### config.mk
export PLATFORM = sky130hd
export DESIGN_NAME = fmap_collect_flat
export DESIGN_NICKNAME = d
export VERILOG_FILES = /design/src/rtl/fmap_collect_if.sv /design/src/rtl/fmap_collect.sv /design/src/flat_wrapper.sv
export SDC_FILE = /design/constraint.sdc
export NUM_CORES = 2
export LEC_CHECK = 0
export ABC_CLOCK_PERIOD_IN_PS = 6140
export CORE_ASPECT_RATIO = 0.6
export CORE_UTILIZATION = 45
export DETAILED_ROUTE_END_ITERATION = 7
export MAX_ROUTING_LAYER = met4
export PLACE_DENSITY = 0.56
export SKIP_LAST_GASP = 1
export SYNTH_ARGS = -nofsm -noshare
export SYNTH_HDL_FRONTEND = slang
export SYNTH_MEMORY_MAX_BITS = 65536
export SYNTH_SLANG_ARGS = --single-unit
### constraint.sdc
create_clock -name clk -period 6.14 [get_ports clk]
set_clock_uncertainty 0.1 [all_clocks]
set_input_delay 0.921 -clock clk [delete_from_list [all_inputs] [get_ports clk]]
set_output_delay 0.921 -clock clk [all_outputs]
set_load 0.01 [all_outputs]
### src/rtl/fmap_collect_if.sv
// Feature-map collector bus: pooled-word input stream, valid/ready read port,
// and per-frame statistics.
interface fmap_collect_if #(
   parameter int DATA_W = 22
);
   logic              in_valid;
   logic [DATA_W-1:0] in_data;
   logic              out_ready;
   logic              out_valid;
   logic [DATA_W-1:0] out_data;
   logic [3:0]        out_row;
   logic [3:0]        out_col;
   logic              out_last;
   logic              frame_done;
   logic [DATA_W-1:0] frame_max;
   logic [7:0]        frame_max_idx;
   logic [7:0]        drop_cnt;
   logic              overflow;

   modport master (
      output in_valid, in_data, out_ready,
      input  out_valid, out_data, out_row, out_col, out_last,
      input  frame_done, frame_max, frame_max_idx, drop_cnt, overflow
   );

   modport slave (
      input  in_valid, in_data, out_ready,
      output out_valid, out_data, out_row, out_col, out_last,
      output frame_done, frame_max, frame_max_idx, drop_cnt, overflow
   );
endinterface

### src/rtl/fmap_collect.sv
// fmap_collect: captures one pooled feature map into a register buffer, then
// replays it in raster order over a valid/ready port with per-frame max/index
// and drop statistics. All outputs are registered.
module fmap_collect #(
   parameter int DATA_W = 22,
   parameter int MAP_W  = 14,
   parameter int MAP_H  = 14
) (
   input logic            clk,
   input logic            rstn,
   fmap_collect_if.slave  io
);
   localparam int         MAP_N    = MAP_H * MAP_W;
   localparam logic [7:0] LAST_IDX = 8'(MAP_N - 1);
   localparam logic [3:0] LAST_COL = 4'(MAP_W - 1);

   typedef enum logic [1:0] {
      ST_FILL = 2'd0,
      ST_LOAD = 2'd1,
      ST_READ = 2'd2
   } state_t;

   state_t            r_state;
   state_t            w_state_nxt;

   logic [DATA_W-1:0] r_mem [0:MAP_N-1];
   logic [7:0]        r_wr_ptr;
   logic [7:0]        r_rd_ptr;
   logic [3:0]        r_row;
   logic [3:0]        r_col;
   logic              r_out_valid;
   logic [DATA_W-1:0] r_out_data;
   logic              r_out_last;
   logic              r_frame_done;
   logic [DATA_W-1:0] r_frame_max;
   logic [7:0]        r_frame_max_idx;
   logic [DATA_W-1:0] r_run_max;
   logic [7:0]        r_run_idx;
   logic [7:0]        r_drop_cnt;
   logic              r_overflow;

   logic              w_wr_en;
   logic              w_last_wr;
   logic              w_drop;
   logic              w_load;
   logic              w_hs;
   logic              w_last_rd;
   logic              w_max_upd;
   logic [DATA_W-1:0] w_fin_max;
   logic [7:0]        w_fin_idx;
   logic [7:0]        w_rd_nxt;

   assign w_rd_nxt = r_rd_ptr + 8'd1;

   // Next-state decode and per-cycle control strobes.
   always_comb begin
      w_state_nxt = r_state;
      w_wr_en     = 1'b0;
      w_last_wr   = 1'b0;
      w_drop      = 1'b0;
      w_load      = 1'b0;
      w_hs        = 1'b0;
      w_last_rd   = 1'b0;
      case (r_state)
         ST_FILL: begin
            if (io.in_valid) begin
               w_wr_en = 1'b1;
               if (r_wr_ptr == LAST_IDX) begin
                  w_last_wr   = 1'b1;
                  w_state_nxt = ST_LOAD;
               end else begin
                  w_state_nxt = ST_FILL;
               end
            end else begin
               w_state_nxt = ST_FILL;
            end
         end
         ST_LOAD: begin
            w_load      = 1'b1;
            w_drop      = io.in_valid;
            w_state_nxt = ST_READ;
         end
         ST_READ: begin
            // Strobes arriving while the map is being read out are discarded,
            // including one coincident with the final handshake.
            w_drop = io.in_valid;
            if (io.out_ready) begin
               w_hs = 1'b1;
               if (r_rd_ptr == LAST_IDX) begin
                  w_last_rd   = 1'b1;
                  w_state_nxt = ST_FILL;
               end else begin
                  w_state_nxt = ST_READ;
               end
            end else begin
               w_state_nxt = ST_READ;
            end
         end
         default: begin
            w_state_nxt = ST_FILL;
         end
      endcase
   end

   // Running max candidate: first word of a frame always seeds it; afterwards
   // only a strictly greater signed value wins, so ties keep the earliest index.
   always_comb begin
      w_max_upd = (r_wr_ptr == 8'd0) || ($signed(io.in_data) > $signed(r_run_max));
      if (w_max_upd) begin
         w_fin_max = io.in_data;
         w_fin_idx = r_wr_ptr;
      end else begin
         w_fin_max = r_run_max;
         w_fin_idx = r_run_idx;
      end
   end

   // FSM state register.
   always_ff @(posedge clk or negedge rstn) begin
      if (!rstn) begin
         r_state <= ST_FILL;
      end else begin
         r_state <= w_state_nxt;
      end
   end

   // Map storage: not reset, combinational read through the pointer mux below.
   always_ff @(posedge clk) begin
      if (w_wr_en) begin
         r_mem[r_wr_ptr] <= io.in_data;
      end
   end

   // Fill side: write pointer, running max and frame statistics.
   always_ff @(posedge clk or negedge rstn) begin
      if (!rstn) begin
         r_wr_ptr        <= 8'd0;
         r_run_max       <= '0;
         r_run_idx       <= 8'd0;
         r_frame_done    <= 1'b0;
         r_frame_max     <= '0;
         r_frame_max_idx <= 8'd0;
      end else begin
         r_frame_done <= w_last_wr;
         if (w_wr_en) begin
            r_run_max <= w_fin_max;
            r_run_idx <= w_fin_idx;
            if (!w_last_wr) begin
               r_wr_ptr <= r_wr_ptr + 8'd1;
            end
         end
         // Statistics become visible together with frame_done and hold until
         // the next completed frame.
         if (w_last_wr) begin
            r_frame_max     <= w_fin_max;
            r_frame_max_idx <= w_fin_idx;
         end
         if (w_last_rd) begin
            r_wr_ptr  <= 8'd0;
            r_run_max <= '0;
            r_run_idx <= 8'd0;
         end
      end
   end

   // Read side: read pointer, row/column counters and the registered word.
   always_ff @(posedge clk or negedge rstn) begin
      if (!rstn) begin
         r_rd_ptr    <= 8'd0;
         r_row       <= 4'd0;
         r_col       <= 4'd0;
         r_out_valid <= 1'b0;
         r_out_data  <= '0;
         r_out_last  <= 1'b0;
      end else if (w_load) begin
         r_rd_ptr    <= 8'd0;
         r_row       <= 4'd0;
         r_col       <= 4'd0;
         r_out_valid <= 1'b1;
         r_out_data  <= r_mem[0];
         r_out_last  <= (LAST_IDX == 8'd0);
      end else if (w_last_rd) begin
         r_rd_ptr    <= 8'd0;
         r_row       <= 4'd0;
         r_col       <= 4'd0;
         r_out_valid <= 1'b0;
         r_out_last  <= 1'b0;
      end else if (w_hs) begin
         r_rd_ptr   <= w_rd_nxt;
         r_out_data <= r_mem[w_rd_nxt];
         r_out_last <= (w_rd_nxt == LAST_IDX);
         if (r_col == LAST_COL) begin
            r_col <= 4'd0;
            r_row <= r_row + 4'd1;
         end else begin
            r_col <= r_col + 4'd1;
         end
      end
   end

   // Drop statistics: saturating count and sticky flag, cleared only by reset.
   always_ff @(posedge clk or negedge rstn) begin
      if (!rstn) begin
         r_drop_cnt <= 8'd0;
         r_overflow <= 1'b0;
      end else if (w_drop) begin
         r_overflow <= 1'b1;
         if (r_drop_cnt != 8'hFF) begin
            r_drop_cnt <= r_drop_cnt + 8'd1;
         end
      end
   end

   assign io.out_valid     = r_out_valid;
   assign io.out_data      = r_out_data;
   assign io.out_row       = r_row;
   assign io.out_col       = r_col;
   assign io.out_last      = r_out_last;
   assign io.frame_done    = r_frame_done;
   assign io.frame_max     = r_frame_max;
   assign io.frame_max_idx = r_frame_max_idx;
   assign io.drop_cnt      = r_drop_cnt;
   assign io.overflow      = r_overflow;
endmodule

### src/flat_wrapper.sv
// flat-port wrapper written by rule: the top's interface ports become plain ports
module fmap_collect_flat 
#(
   parameter int DATA_W = 22,
   parameter int MAP_W  = 14,
   parameter int MAP_H  = 14
)
  (clk, rstn, io_in_valid, io_in_data, io_out_ready, io_out_valid, io_out_data, io_out_row, io_out_col, io_out_last, io_frame_done, io_frame_max, io_frame_max_idx, io_drop_cnt, io_overflow);
  fmap_collect_if #(.DATA_W(DATA_W)) io_i ();
  input logic clk;
  input logic rstn;
  input wire logic [$bits(io_i.in_valid)-1:0] io_in_valid;
  input wire logic [$bits(io_i.in_data)-1:0] io_in_data;
  input wire logic [$bits(io_i.out_ready)-1:0] io_out_ready;
  output wire logic [$bits(io_i.out_valid)-1:0] io_out_valid;
  output wire logic [$bits(io_i.out_data)-1:0] io_out_data;
  output wire logic [$bits(io_i.out_row)-1:0] io_out_row;
  output wire logic [$bits(io_i.out_col)-1:0] io_out_col;
  output wire logic [$bits(io_i.out_last)-1:0] io_out_last;
  output wire logic [$bits(io_i.frame_done)-1:0] io_frame_done;
  output wire logic [$bits(io_i.frame_max)-1:0] io_frame_max;
  output wire logic [$bits(io_i.frame_max_idx)-1:0] io_frame_max_idx;
  output wire logic [$bits(io_i.drop_cnt)-1:0] io_drop_cnt;
  output wire logic [$bits(io_i.overflow)-1:0] io_overflow;
  assign io_i.in_valid = io_in_valid;
  assign io_i.in_data = io_in_data;
  assign io_i.out_ready = io_out_ready;
  assign io_out_valid = io_i.out_valid;
  assign io_out_data = io_i.out_data;
  assign io_out_row = io_i.out_row;
  assign io_out_col = io_i.out_col;
  assign io_out_last = io_i.out_last;
  assign io_frame_done = io_i.frame_done;
  assign io_frame_max = io_i.frame_max;
  assign io_frame_max_idx = io_i.frame_max_idx;
  assign io_drop_cnt = io_i.drop_cnt;
  assign io_overflow = io_i.overflow;
  fmap_collect #(.DATA_W(DATA_W), .MAP_W(MAP_W), .MAP_H(MAP_H)) u_core (.clk(clk), .rstn(rstn), .io(io_i));
endmodule
-- After elaboration in Yosys (flattened, before gate mapping)
Memory sizes are Yosys's and may differ from the RTL's.
Cells that the tools add are included.
- output and inout bits: 72
- bits in latches: 0
- input port bits: 26
- register bits: 120
- memory bits (read-only): 0
- memories kept: 1
- bits in writable memories: 4312
- word-level logic and storage cells: 91
- multipliers: 0
- shift operators: 0
- bitwise logic cells: 0
- add/subtract/negate cells: 5
- mux-type cells: 47
- divide/modulo/power cells: 0
- $lt $le $gt $ge: 1
- equal/unequal tests: 9
- reduce and logical (&&, ||, !) cells: 13
- memories (memory ; depth ; width ; read ports ; clocked after memory_dff ; write ports ; RTL line ; RTL):
    u_core.r_mem ; 196 ; 22 ; 2 ; 0 ; 1 ; fmap_collect.sv:26 ; logic [DATA_W-1:0] r_mem [0:MAP_N-1];
- operator list (kind ; number):
    22-bit two-way mux ; 6
    8-bit two-way mux ; 9
    4-bit two-way mux ; 8
    8-bit by 1-bit adder with 8-bit output, second input constant ; 3
    8-bit == test, second input constant ; 3
    22-bit greater-than comparator ; 1
    1-bit two-way mux ; 21
    4-bit by 1-bit adder with 4-bit output, second input constant ; 2
    8-bit zero test ; 1
    8-bit inequality test, second input constant ; 1
    2-bit AND reduction ; 4
    2-bit case mux with 3 select lines ; 1
    2-bit nonzero test ; 3
    3-bit nonzero test ; 2
    4-bit == test, second input constant ; 1
    2-bit two-way mux ; 2
    2-bit by 1-bit == test with 1-bit output, second input constant ; 1
    2-bit == test, second input constant ; 1
    2-bit zero test ; 1
    2-bit by 1-bit inequality test with 1-bit output, second input constant ; 1
    2-bit inequality test, second input constant ; 1
    2-bit OR reduction ; 1
    1-bit logical OR ; 1

-- Logic depth before layout (Yosys ltp)
- depth in word-level cells: 7
- gate-level depth with buffers: 21
- gate-level depth less buffers: 10

-- Worst setup path before layout
Ideal clock, no wire load.
- kind: register to register
- start point: reg u_core.r_rd_ptr[0]
- end point: reg u_core.r_out_data[0], in the netlist u_core.io.out_data[0]
- period minus slack after synthesis: 4.509 ns
- required time: 5.906 ns
- slack: 1.631 ns
- cell stages (with the launch flop): 20
- arrival time: 4.275 ns
- cells stage by stage: dfrtp_1 > buf_6 > buf_6 > buf_6 > buf_6 > buf_6 > buf_2 > buf_2 > inv_1 > ha_1 > buf_2 > buf_2 > clkbuf_1 > clkbuf_1 > mux4_2 > mux4_2 > nand2_1 > a21oi_1 > a2111oi_2 > o211ai_1
- word-level cells in the longest chain between the ends: 6
- RTL lines (what ; RTL line ; RTL):
    start: declaration ; fmap_collect.sv:28 ; logic [7:0] r_rd_ptr;
    start signal: assignment ; fmap_collect.sv:189 ; r_rd_ptr <= w_rd_nxt;
    parallel branches: the longest is 6 deep, another holds memory read 196 x 22 bit ; n/a ;
    end signal: assignment ; fmap_collect.sv:180 ; r_out_data <= r_mem[0];
    end signal: assignment ; fmap_collect.sv:190 ; r_out_data <= r_mem[w_rd_nxt];
    end: declaration ; fmap_collect.sv:32 ; logic [DATA_W-1:0] r_out_data;
Parallel ways; which one is timed is not known. The select of a mux whose other input is x is not followed.
A chain may end at the register's enable or synchronous reset.

-- Worst setup path in the final report
- start point: reg u_core.r_rd_ptr[0]
- end point: reg u_core.r_out_data[5], in the netlist u_core.io.out_data[5]
The elaborated chain is that of the path after synthesis.

==> impl_metrics.ini <==
[run_status]
status = completed

[floorplanning]
die_area_sq_um = 382000
rows = 174
core_sq_um = 376000
die_w_microns = 797
initial_core_util = 0.454
die_y_microns = 479
pin_count = 98

[setup_path]
worstReg2RegEnd = u_core.io.out_data[5]$_DFFE_PN0P_
setup.worst_path.class = reg2reg
crit_arrival_ns = 6.38
critPathCaptureType = register
required_ns = 6.91
rr_startpoint = u_core.r_rd_ptr[0]$_DFFE_PN0P_
r2r_slack_ns = 0.53
cp_max_fo = 74
cp-start-kind = register
rr_worst_depth = 10

[clock_network]
cts_root_buf = clkbuf_16
post_cts_resize_count = 0
h-tree-depth = 5
cts_tree = built
clock_latency_ns = 0.95
clkTransAtPathRegs_ns = 0.07
cts.sinks = 4431
cts_buffers = 408
clk_path_buf_depth = 4

[global_route]
grt_usage = 0.271
grt_pass1_vias = 81441
grt_max_degree = 140
antenna_found_initial = 46
grt-ovfl-total = 0
grt_pass1_wl_mm = 692

[yosys]
syn-instance-count = 7416
async_reset_ff_frac = 0.0269
seq_area_frac_synth = 0.776
synth-edff-count = 4312
synthTopCellsByArea = edfxtp_1 76%, mux4_2 17%, dfrtp_1 1.7%, nand2_1 0.88%, nor2_1 0.50%
synth_area_leader_cell = edfxtp_1
ys_seq_elements = 4431
syn_area_per_cell_sq_um = 23.0
synth_flop_cell = edfxtp_1
mappedNetlistArea_sq_um = 171000
synth_top_area_share = 0.758
yosysWarnings = 0
ys_types = 46
synth_nets = 7477

[drt]
drc = 0
via_count = 84966
wire_per_inst_microns = 38.3
vias_per_cell = 6.42
drt_iter0_drc = 13176
drt-pass1-iter-count = 7
wl_mm = 507
ant_nets = 0

[job]
cap_violations = 0

[power]
vdd_ir_drop_max_mv = 0.424
power.density_nw_per_um2 = 403
p_leak_nw = 59.9

[sta]
finalCriticalPeriod_ns = 5.61
relSlewSlack = 0.0249
period_share = 0.914
worst_slew_pin_slew_ns = 1.45
drv_slew = 0
timing_hold_violations_final = 0
whs_ns = 0.255
tns_ns = 0
max_freq_ghz = 0.178
setup_viol = 0
setup_ws_ns = 0.526
rsz0062_at_grt = false

[cells_and_area]
area_growth_pct = 13.2
nets = 7940
final_cell_mix = 4,312 x edfxtp_1, 1,300 x mux4_2, 413 x clkbuf_16
fin_area_sq_um = 193000
final_common_cell = edfxtp_1
final_cells = 13243
drive_above_1_share = 0.307

[hold_path]
min-delay-start = io_in_data[2]
min_path_cells = 1
min_path_type = in2reg
hold_end = u_core.r_mem[162][2]$_DFFE_PP_

[place]
routabilityCongestion = 0.856
post-place-cells = 12482
dp_slack_ns = 0.754
io_buffers = 97
hpwlAfterDp_mm = 298
dpl-instance-area_sq_um = 180000
## state kept, by name, indices dropped and copies added (netlist names)
signal and flops:
u_core.r_mem 4312, u_core.io.frame_max 22, u_core.io.out_data 22, u_core.r_run_max 22
u_core.io.drop_cnt 8, u_core.io.frame_max_idx 8, u_core.r_rd_ptr 8, u_core.r_run_idx 8
u_core.r_wr_ptr 8, u_core.io.out_col 4, u_core.io.out_row 4, u_core.r_state 2
u_core.io.out_last 1, u_core.io.out_valid 1, u_core.io.overflow 1
## per-layer routing
layer	vias up	global-route usage	routed length (microns)
li1	32471	-	-
met1	47062	0.419	221000
met2	4863	0.361	215000
met3	570	0.0766	61400
met4	0	0.0500	9950
met5	-	-	0
## cell type report
type                            count  area [sq um]
Clock inverter                    227          2220
Clock buffer                      514         10900
Antenna cell                       17          42.5
Fill cell                       29131        183000
Timing Repair Buffer              473          4370
Inverter                           33           124
Multi-Input combinational cell   2532         37000
Sequential cell                  4431        132000
Tap cell                         5016          6280
## power breakdown
group / internal, mW / switching [mW] / leakage [nW] / total (mW)
clock network: 14.3 / 11.2 / 6.40 / 25.5
logic: 7.42 / 11.5 / 13.2 / 18.9
registers: 33.3 / 0.254 / 40.3 / 33.5
total: 54.9 / 23.0 / 59.9 / 77.9
## critical path: stages (launching register included)
cell and delay (ns):
dfrtp_4 0.64, ha_1 0.47, xor2_4 0.75, buf_12 0.51, buf_4 0.65, nand2_1 0.11, a21oi_1 0.27, a21oi_1 0.16
o22ai_1 1.07, a2111oi_2 0.32, o211ai_1 0.26
## per-stage QoR
step            util  power (mW)
2_1_floorplan      -        44.5
3_3_place_gp   0.479        52.9
3_5_place_dp   0.479        52.9
4_1_cts        0.514        78.2
5_1_grt        0.514        80.1
6_report       0.514        77.9
## Yosys cell counts (6+ instances only)
library cell and count:
mux2i_1 25, buf_1 42, a21o_1 9, dfrtp_1 119, a21oi_1 113, nor3_1 11
ha_1 35, a22o_1 47, edfxtp_1 4312, a2111oi_2 22, clkbuf_1 202, or4_1 14
buf_2 120, nor2_1 226, buf_6 25, inv_1 32, or3_1 48, a221oi_1 45
nand4_1 17, o211ai_1 55, o22ai_1 44, a32o_1 6, xor2_1 15, mux4_2 1300
xnor2_1 11, nand3_1 32, buf_4 31, o21ai_0 23, nor2b_1 6, nand2_1 399
## logic make-up after synthesis
family / share of synthesized area
flops: 0.776
mux: 0.173
simple gates: 0.0188
buf+inv: 0.0126
compound gates: 0.0159
fa+ha+maj: 0.00256
xor+xnor: 0.00143
## how the worst max path moves through the flow
stage | startpoint | to | slack, ns | cells past startpoint
CTS | u_core.r_rd_ptr[0]$_DFFE_PN0P_ | u_core.io.out_data[9]$_DFFE_PN0P_ | 0.75 | 11
global placement | u_core.r_rd_ptr[0]$_DFFE_PN0P_ | u_core.io.out_data[9]$_DFFE_PN0P_ | 0.68 | 11
floorplan | u_core.r_rd_ptr[0]$_DFFE_PN0P_ | u_core.io.out_data[0]$_DFFE_PN0P_ | 1.63 | 19
detailed placement | u_core.r_rd_ptr[0]$_DFFE_PN0P_ | u_core.io.out_data[9]$_DFFE_PN0P_ | 0.75 | 11
global route | u_core.r_rd_ptr[0]$_DFFE_PN0P_ | u_core.io.out_data[21]$_DFFE_PN0P_ | 0.51 | 11
finish | u_core.r_rd_ptr[0]$_DFFE_PN0P_ | u_core.io.out_data[5]$_DFFE_PN0P_ | 0.53 | 10
## timing repair
action                    CTS  global route
hold endpoints to repair   61             0
setup buffers               0             0
hold buffers                1             0
Power figures use the tool's default switching activity.
